## src/rtl/vram_fill_engine_if.sv

```systemverilog
// vram_fill_engine_if: 68k register-window bus between the CPU and the fill engine
interface vram_fill_engine_if;
  logic        cs_n;
  logic        cpu_rw;
  logic        cpu_uds_n;
  logic        cpu_lds_n;
  logic [3:1]  cpu_a;
  logic [15:0] cpu_dout;
  logic [15:0] reg_do;
  logic        dtack_n;
  modport master (
    output cs_n, cpu_rw, cpu_uds_n, cpu_lds_n, cpu_a, cpu_dout,
    input  reg_do, dtack_n
  );
  modport slave (
    input  cs_n, cpu_rw, cpu_uds_n, cpu_lds_n, cpu_a, cpu_dout,
    output reg_do, dtack_n
  );
endinterface

```

## src/rtl/vram_fill_engine.sv

```systemverilog
// vram_fill_engine: 68k-programmed rectangle fill into 320-wide 12-bit VRAM; define VRAM_FILL_IRQ_EN for a done interrupt
module vram_fill_engine #(
  parameter int SCREEN_W = 320,
  parameter int SCREEN_H = 240,
  parameter int ADDR_W   = 17
) (
  input  logic                  clk,
  input  logic                  reset,
  vram_fill_engine_if.slave     bus,
  input  logic                  cpu_vram_wr,
  output logic                  vram_we,
  output logic [ADDR_W-1:0]     vram_addr,
  output logic [11:0]           vram_data,
  output logic                  busy,
  output logic                  irq
);
  typedef enum logic [1:0] {S_IDLE, S_SETUP, S_FILL, S_DONE} state_e;
  state_e            state_q;
  logic              dtack_n_q, done_q;
  logic [15:0]       reg_do_q, reg_do_d, wm;
  logic [8:0]        x0_q, w_q;
  logic [7:0]        y0_q, h_q;
  logic [11:0]       color_q, color_sh_q;
  logic [9:0]        ew_q, eh_q, col_q, row_q;
  logic [9:0]        x_room, y_room, ew_d, eh_d;
  logic [ADDR_W-1:0] row_base_q, addr_q, base_d, next_row_d;
  logic              cs_fall, reg_wr, start, clr_done, unused;
  assign unused   = ^bus.cpu_dout[15:12];
  assign wm       = {{8{!bus.cpu_uds_n}}, {8{!bus.cpu_lds_n}}};
  assign cs_fall  = !bus.cs_n && dtack_n_q;
  assign reg_wr   = cs_fall && !bus.cpu_rw;
  assign start    = reg_wr && bus.cpu_a == 3'd5 && wm[0] && bus.cpu_dout[0];
  assign clr_done = reg_wr && bus.cpu_a == 3'd5 && wm[1] && bus.cpu_dout[1];
  // Clipping is done in 10 bits so SCREEN_W/H - origin never goes negative.
  assign x_room = ({1'b0, x0_q} >= 10'(SCREEN_W)) ? '0 : 10'(SCREEN_W) - {1'b0, x0_q};
  assign y_room = ({2'b0, y0_q} >= 10'(SCREEN_H)) ? '0 : 10'(SCREEN_H) - {2'b0, y0_q};
  assign ew_d   = ({1'b0, w_q} < x_room) ? {1'b0, w_q} : x_room;
  assign eh_d   = ({2'b0, h_q} < y_room) ? {2'b0, h_q} : y_room;
  // Y0*320 as (Y0<<8)+(Y0<<6) keeps the row base a pair of adds.
  assign base_d     = ADDR_W'({y0_q, 8'b0}) + ADDR_W'({y0_q, 6'b0}) + ADDR_W'(x0_q);
  assign next_row_d = row_base_q + ADDR_W'(SCREEN_W);
  assign vram_we    = state_q == S_FILL && !cpu_vram_wr;
  assign vram_addr  = addr_q;
  assign vram_data  = color_sh_q;
  assign busy       = state_q != S_IDLE;
  assign bus.reg_do  = reg_do_q;
  assign bus.dtack_n = dtack_n_q;
`ifdef VRAM_FILL_IRQ_EN
  assign irq = done_q;
`else
  assign irq = 1'b0;
`endif
  // Register read mux; CTRL and the spare slot read back as zero.
  always_comb begin
    reg_do_d = '0;
    case (bus.cpu_a)
      3'd0:    reg_do_d = {7'b0, x0_q};
      3'd1:    reg_do_d = {8'b0, y0_q};
      3'd2:    reg_do_d = {7'b0, w_q};
      3'd3:    reg_do_d = {8'b0, h_q};
      3'd4:    reg_do_d = {4'b0, color_q};
      3'd6:    reg_do_d = {14'b0, done_q, busy};
      default: reg_do_d = '0;
    endcase
  end
  // Bus handshake: dtack follows cs_n one cycle late, read data captured alongside it.
  always_ff @(posedge clk) begin
    if (reset) begin
      dtack_n_q <= 1'b1;
      reg_do_q  <= '0;
    end else begin
      dtack_n_q <= bus.cs_n;
      reg_do_q  <= (!bus.cs_n && bus.cpu_rw) ? reg_do_d : '0;
    end
  end
  // Programming registers, byte-lane masked, written once per bus cycle.
  always_ff @(posedge clk) begin
    if (reset) begin
      x0_q    <= '0;
      y0_q    <= '0;
      w_q     <= '0;
      h_q     <= '0;
      color_q <= '0;
    end else if (reg_wr) begin
      if (bus.cpu_a == 3'd0) x0_q <= (x0_q & ~wm[8:0]) | (bus.cpu_dout[8:0] & wm[8:0]);
      if (bus.cpu_a == 3'd1) y0_q <= (y0_q & ~wm[7:0]) | (bus.cpu_dout[7:0] & wm[7:0]);
      if (bus.cpu_a == 3'd2) w_q <= (w_q & ~wm[8:0]) | (bus.cpu_dout[8:0] & wm[8:0]);
      if (bus.cpu_a == 3'd3) h_q <= (h_q & ~wm[7:0]) | (bus.cpu_dout[7:0] & wm[7:0]);
      if (bus.cpu_a == 3'd4) color_q <= (color_q & ~wm[11:0]) | (bus.cpu_dout[11:0] & wm[11:0]);
    end
  end
  // Fill sequencer: snapshot the programmed rectangle, walk it row by row, yield to CPU writes.
  always_ff @(posedge clk) begin
    if (reset) begin
      state_q    <= S_IDLE;
      done_q     <= 1'b0;
      ew_q       <= '0;
      eh_q       <= '0;
      col_q      <= '0;
      row_q      <= '0;
      row_base_q <= '0;
      addr_q     <= '0;
      color_sh_q <= '0;
    end else begin
      case (state_q)
        S_IDLE: if (start) state_q <= S_SETUP;
        S_SETUP: begin
          ew_q       <= ew_d;
          eh_q       <= eh_d;
          color_sh_q <= color_q;
          row_base_q <= base_d;
          addr_q     <= base_d;
          col_q      <= '0;
          row_q      <= '0;
          state_q    <= (ew_d == '0 || eh_d == '0) ? S_DONE : S_FILL;
        end
        S_FILL: if (!cpu_vram_wr) begin
          if (col_q == ew_q - 10'd1) begin
            col_q      <= '0;
            row_q      <= row_q + 10'd1;
            row_base_q <= next_row_d;
            addr_q     <= next_row_d;
            if (row_q == eh_q - 10'd1) state_q <= S_DONE;
          end else begin
            col_q  <= col_q + 10'd1;
            addr_q <= addr_q + ADDR_W'(1);
          end
        end
        S_DONE:  state_q <= S_IDLE;
        default: state_q <= S_IDLE;
      endcase
      done_q <= (state_q == S_DONE) ? 1'b1 : clr_done ? 1'b0 : done_q;
    end
  end
endmodule

```

## src/flat_wrapper.sv

```systemverilog
// flat-port wrapper written by rule: the top's interface ports become plain ports
module vram_fill_engine_flat 
#(
  parameter int SCREEN_W = 320,
  parameter int SCREEN_H = 240,
  parameter int ADDR_W   = 17
)
  (clk, reset, cpu_vram_wr, vram_we, vram_addr, vram_data, busy, irq, bus_cs_n, bus_cpu_rw, bus_cpu_uds_n, bus_cpu_lds_n, bus_cpu_a, bus_cpu_dout, bus_reg_do, bus_dtack_n);
  vram_fill_engine_if bus_i ();
  input  logic clk;
  input  logic reset;
  input  logic cpu_vram_wr;
  output logic vram_we;
  output logic [ADDR_W-1:0] vram_addr;
  output logic [11:0] vram_data;
  output logic busy;
  output logic irq;
  input wire logic [$bits(bus_i.cs_n)-1:0] bus_cs_n;
  input wire logic [$bits(bus_i.cpu_rw)-1:0] bus_cpu_rw;
  input wire logic [$bits(bus_i.cpu_uds_n)-1:0] bus_cpu_uds_n;
  input wire logic [$bits(bus_i.cpu_lds_n)-1:0] bus_cpu_lds_n;
  input wire logic [$bits(bus_i.cpu_a)-1:0] bus_cpu_a;
  input wire logic [$bits(bus_i.cpu_dout)-1:0] bus_cpu_dout;
  output wire logic [$bits(bus_i.reg_do)-1:0] bus_reg_do;
  output wire logic [$bits(bus_i.dtack_n)-1:0] bus_dtack_n;
  assign bus_i.cs_n = bus_cs_n;
  assign bus_i.cpu_rw = bus_cpu_rw;
  assign bus_i.cpu_uds_n = bus_cpu_uds_n;
  assign bus_i.cpu_lds_n = bus_cpu_lds_n;
  assign bus_i.cpu_a = bus_cpu_a;
  assign bus_i.cpu_dout = bus_cpu_dout;
  assign bus_reg_do = bus_i.reg_do;
  assign bus_dtack_n = bus_i.dtack_n;
  vram_fill_engine #(.SCREEN_W(SCREEN_W), .SCREEN_H(SCREEN_H), .ADDR_W(ADDR_W)) u_core (.clk(clk), .reset(reset), .bus(bus_i), .cpu_vram_wr(cpu_vram_wr), .vram_we(vram_we), .vram_addr(vram_addr), .vram_data(vram_data), .busy(busy), .irq(irq));
endmodule
```

## config.mk

```make
export PLATFORM = sky130hd
export DESIGN_NAME = vram_fill_engine_flat
export DESIGN_NICKNAME = d
export VERILOG_FILES = /design/src/rtl/vram_fill_engine_if.sv /design/src/rtl/vram_fill_engine.sv /design/src/flat_wrapper.sv
export SDC_FILE = /design/constraint.sdc
export NUM_CORES = 1
export LEC_CHECK = 0
export CAP_MARGIN = 20
export CORE_UTILIZATION = 59
export CTS_BUF_LIST = sky130_fd_sc_hd__clkbuf_16
export CTS_CLUSTER_DIAMETER = 80
export CTS_CLUSTER_SIZE = 8
export DETAILED_ROUTE_END_ITERATION = 16
export PLACE_DENSITY_LB_ADDON = 0.2
export SLEW_MARGIN = 20
export SYNTH_ARGS = -nofsm -noshare
export SYNTH_HDL_FRONTEND = slang
export SYNTH_SLANG_ARGS = --single-unit
```

## constraint.sdc

```tcl
create_clock -name clk -period 4.2 [get_ports clk]
set_clock_uncertainty 0.15 [all_clocks]
set_input_delay 0.63 -clock clk [delete_from_list [all_inputs] [get_ports clk]]
set_output_delay 0.63 -clock clk [all_outputs]
set_load 0.05 [all_outputs]
```

==> flow_results.xml, run 1 <==
<?xml version="1.0" encoding="UTF-8"?>
<metrics>
  <group name="drt">
    <metric name="wl" unit="um">21000</metric>
    <metric name="drt_drc_violations_left" unit="">0</metric>
    <metric name="remaining_antenna_violation_count_after_routing" unit="">0</metric>
    <metric name="routed_via_density" unit="">5.98</metric>
    <metric name="wirelength_met1" unit="um">9710</metric>
    <metric name="detailedRoute.firstIterationViolations" unit="">694</metric>
    <metric name="met3RoutedLength" unit="um">1090</metric>
    <metric name="dr.pass1.iters" unit="">5</metric>
    <metric name="drt-wirelength-per-cell" unit="um">16.6</metric>
    <metric name="total_number_of_vias" unit="">7584</metric>
    <metric name="detailroute.wirelength.met2" unit="um">9670</metric>
    <metric name="topRoutingLayerUsed" unit="">met4</metric>
  </group>
  <group name="placed_design">
    <metric name="place.port_buffers" unit="">65</metric>
    <metric name="dp_hpwl" unit="um">14800</metric>
    <metric name="gp_congestion" unit="">0.887</metric>
    <metric name="numPlacedInstances" unit="">1236</metric>
  </group>
  <group name="worst_setup_path">
    <metric name="cpMaxStageDelayCell" unit="">or4_1</metric>
    <metric name="cp_cell_sequence" unit="">or4_1 &gt; or3b_2 &gt; nand2b_1 &gt; nand3_1 &gt; ha_1 &gt; o21ai_0 &gt; a31oi_1 &gt; o21a_1 &gt; nor2_1 &gt; o41ai_2 &gt; buf_4 &gt; nor2_1 &gt; a21oi_1 &gt; a311oi_1</metric>
    <metric name="required" unit="ns">4.32</metric>
    <metric name="worst-setup-path-type" unit="">flip-flop to flip-flop</metric>
    <metric name="critPathMaxFanout" unit="">9</metric>
    <metric name="timing.critical_path.from_type" unit="">flip-flop</metric>
    <metric name="timing.critical_path.mode_cell" unit="">nor2_1</metric>
    <metric name="r2r_slack" unit="ns">0.39</metric>
    <metric name="worst_ep_arrival_time" unit="ns">3.93</metric>
    <metric name="critical_path.endpoint_type" unit="">flip-flop</metric>
    <metric name="crit_path_max_incr_delay" unit="ns">0.54</metric>
  </group>
  <group name="cells_and_area">
    <metric name="fin_nets" unit="">1145</metric>
    <metric name="antennaDiodeCount" unit="">0</metric>
    <metric name="final_core_utilization" unit="">0.708</metric>
    <metric name="final_cell_count_without_fillers" unit="">1268</metric>
    <metric name="post_route_cells_drive_above_1_share" unit="">0.0763</metric>
    <metric name="area_delta_synth_final" unit="%">15.8</metric>
  </group>
  <group name="power">
    <metric name="pwr_density_cell" unit="nW/um^2">415</metric>
    <metric name="finalPower" unit="mW">4.11</metric>
    <metric name="static-leakage-power" unit="nW">3.94</metric>
    <metric name="max-vdd-ir-drop" unit="mV">0.413</metric>
  </group>
  <group name="floorplan">
    <metric name="start_util" unit="">0.611</metric>
    <metric name="die-width" unit="um">122</metric>
    <metric name="pin_count" unit="">75</metric>
    <metric name="row_count" unit="">43</metric>
    <metric name="core-area" unit="sq um">14000</metric>
    <metric name="dieArea" unit="sq um">15000</metric>
    <metric name="die_y" unit="um">122</metric>
  </group>
  <group name="timing">
    <metric name="worst-slew-pin-transition" unit="ns">0.815</metric>
    <metric name="setup_total_negative_slack" unit="ns">0</metric>
    <metric name="slew_headroom" unit="">0.457</metric>
    <metric name="report.final.hold_viol_count" unit="">0</metric>
    <metric name="post-route-min-period" unit="ns">3.81</metric>
    <metric name="max_freq" unit="MHz">262</metric>
    <metric name="rsz0062_at_grt" unit="">false</metric>
    <metric name="setup_viol_count_final" unit="">0</metric>
    <metric name="period_share" unit="">0.907</metric>
    <metric name="final_max_slew_viol_count" unit="">0</metric>
  </group>
  <group name="logic_synthesis">
    <metric name="post_synth_design_cell_area" unit="sq um">8550</metric>
    <metric name="synthesis.instances" unit="">1024</metric>
    <metric name="synth_seq_cells" unit="">147</metric>
    <metric name="yosysUniqueCellTypes" unit="">68</metric>
    <metric name="synth-main-ff-cell" unit="">dfxtp_1</metric>
    <metric name="synth_seq_area_share" unit="">0.344</metric>
    <metric name="synthTopCellsByArea" unit="">dfxtp_1 (34%), mux2i_1 (10%), nor2_1 (7.2%)</metric>
    <metric name="yosys.area.top_type" unit="">dfxtp_1</metric>
    <metric name="synth_top_area_frac" unit="">0.344</metric>
    <metric name="synth_top_cells_by_count" unit="">nor2_1 (163), dfxtp_1 (147), mux2i_1 (86)</metric>
    <metric name="async_reset_ff_frac" unit="">0</metric>
    <metric name="syn_area_per_cell" unit="sq um">8.35</metric>
    <metric name="synth-edff-count" unit="">0</metric>
    <metric name="synthMostInstantiatedCell" unit="">nor2_1</metric>
    <metric name="ys_warn_count" unit="">0</metric>
  </group>
  <group name="clock_network">
    <metric name="cts_resized" unit="">0</metric>
    <metric name="cts_max_path_buffers" unit="">2</metric>
    <metric name="htree_num_levels" unit="">4</metric>
    <metric name="clock_latency" unit="ns">0.42</metric>
    <metric name="path_clk_slew" unit="ns">0.06</metric>
    <metric name="cts_setup_buffers" unit="">0</metric>
    <metric name="tritoncts_clock_tree" unit="">yes</metric>
    <metric name="count_of_hold_buffers_inserted_by_post_cts_repair" unit="">0</metric>
    <metric name="cts_sinks" unit="">147</metric>
    <metric name="clock_tree.root_cell" unit="">clkbuf_16</metric>
    <metric name="cts_made_buffers" unit="">17</metric>
  </group>
  <group name="global_route">
    <metric name="number_of_antenna_violations_at_the_first_check_in_global_routing" unit="">0</metric>
    <metric name="first_pass_grt_wire_length" unit="um">34400</metric>
    <metric name="global_route.usage.total" unit="">0.292</metric>
    <metric name="overflow" unit="">0</metric>
    <metric name="maximum_number_of_pins_on_one_net_before_global_route_repair" unit="">53</metric>
    <metric name="first_global_vias" unit="">6977</metric>
  </group>
  <group name="min_path">
    <metric name="holdCritPathClass" unit="">flip-flop to flip-flop</metric>
  </group>
  <group name="run">
    <metric name="maxCapViolations" unit="">0</metric>
  </group>
  <group name="status">
    <metric name="outcome" unit="">finished, final reports clean</metric>
  </group>
</metrics>
==> through the flow <==
step | area (sq um) | worst slack, ns | hold WS, ns
floorplan | 8570 | 0.649 | 0.297
global placement | 9360 | 0.553 | 0.307
detailed placement | 9360 | 0.447 | 0.310
CTS | 9900 | 0.421 | 0.319
global route | 9900 | 0.111 | 0.333
finish | 9900 | 0.390 | 0.321
==> routing by layer <==
layer / vias up / GRT usage
met5: - / 0
met4: 0 / 0.114
met2: 269 / 0.469
met1: 3552 / 0.385
met3: 43 / 0.0558
li1: 3720 / -
==> worst max-delay path: cells and delay by family, from the launching register on <==
kind	cells	cell delay (ns)
AND/OR/NAND/NOR	6	1.48
AO/OA/AOI/OAI	6	1.06
flip-flops	1	0.40
adder cells (fa/ha/maj)	1	0.29
buffers and inverters	1	0.27
==> where the power goes <==
group	total (mW)	switching [mW]	internal (mW)	leakage (nW)
registers	1.62	0.131	1.49	1.19
clock network	1.39	0.588	0.806	0.267
logic	1.09	0.644	0.449	2.49
==> cells by family (layout without fill, tap and decap cells) <==
logic type	Yosys count	after routing	synth area share
xor gates and xnor gates	62	62	0.0635
muxes	92	92	0.113
buffers and inverters	90	150	0.0432
and+or+nand+nor	416	416	0.232
adders and majority gates	44	44	0.0661
DFF	147	147	0.344
AOI/OAI and AO/OA	172	172	0.138
other	1	5	0.000438
==> placed cells by master (no fill, tap or decap), types with 4 or more instances in the layout <==
cell type,n
a211oi_1,18
a21o_1,5
a21oi_1,47
a311oi_1,13
a31oi_1,12
and2_1,4
and3_1,12
buf_4,22
clkbuf_16,17
clkdlybuf4s50_1,64
clkinv_1,4
clkinv_4,4
conb_1,5
dfxtp_1,147
ha_1,41
inv_1,32
mux2i_1,86
nand2_1,74
nand2b_1,16
nand3_1,42
nand4_1,17
nor2_1,163
nor2b_1,11
nor3_1,28
nor3b_1,7
nor4_1,11
o21a_1,7
o21ai_0,22
o21bai_1,4
o22ai_1,4
o31ai_1,5
or2_2,12
xnor2_1,37
xor2_1,25
==> path summary, 6_finish.rpt <==
kind | start | endpoint | cells past startpoint
max | flip-flop | u_core.state_q[0] | 14
min | u_core.row_base_q[1] | u_core.row_base_q[1] | 2
max reg2reg | flip-flop | u_core.state_q[0] | 14
min reg2reg | u_core.row_base_q[1] | u_core.row_base_q[1] | 2
==> cell type report <==
type / count / area, sq um
multi-input cells: 791 / 5270
fillers: 1150 / 4090
flip-flops and latches: 147 / 2940
repair buffers: 86 / 806
clock buffers: 17 / 425
well taps: 180 / 225
inverters: 32 / 120
clock inverters: 15 / 119
Note: power is estimated with default switching activity, not from simulation.
==> run 2: changes to the inputs <==
--- a/config.mk
+++ b/config.mk
@@ -11,6 +11,7 @@
 export CTS_CLUSTER_DIAMETER = 80
 export CTS_CLUSTER_SIZE = 8
 export DETAILED_ROUTE_END_ITERATION = 16
+export GPL_ROUTABILITY_DRIVEN = 0
 export PLACE_DENSITY_LB_ADDON = 0.2
 export SLEW_MARGIN = 20
 export SYNTH_ARGS = -nofsm -noshare
==> results of run 2 <==
No change in the layout: final DEF, timing and power equal those of run 1.
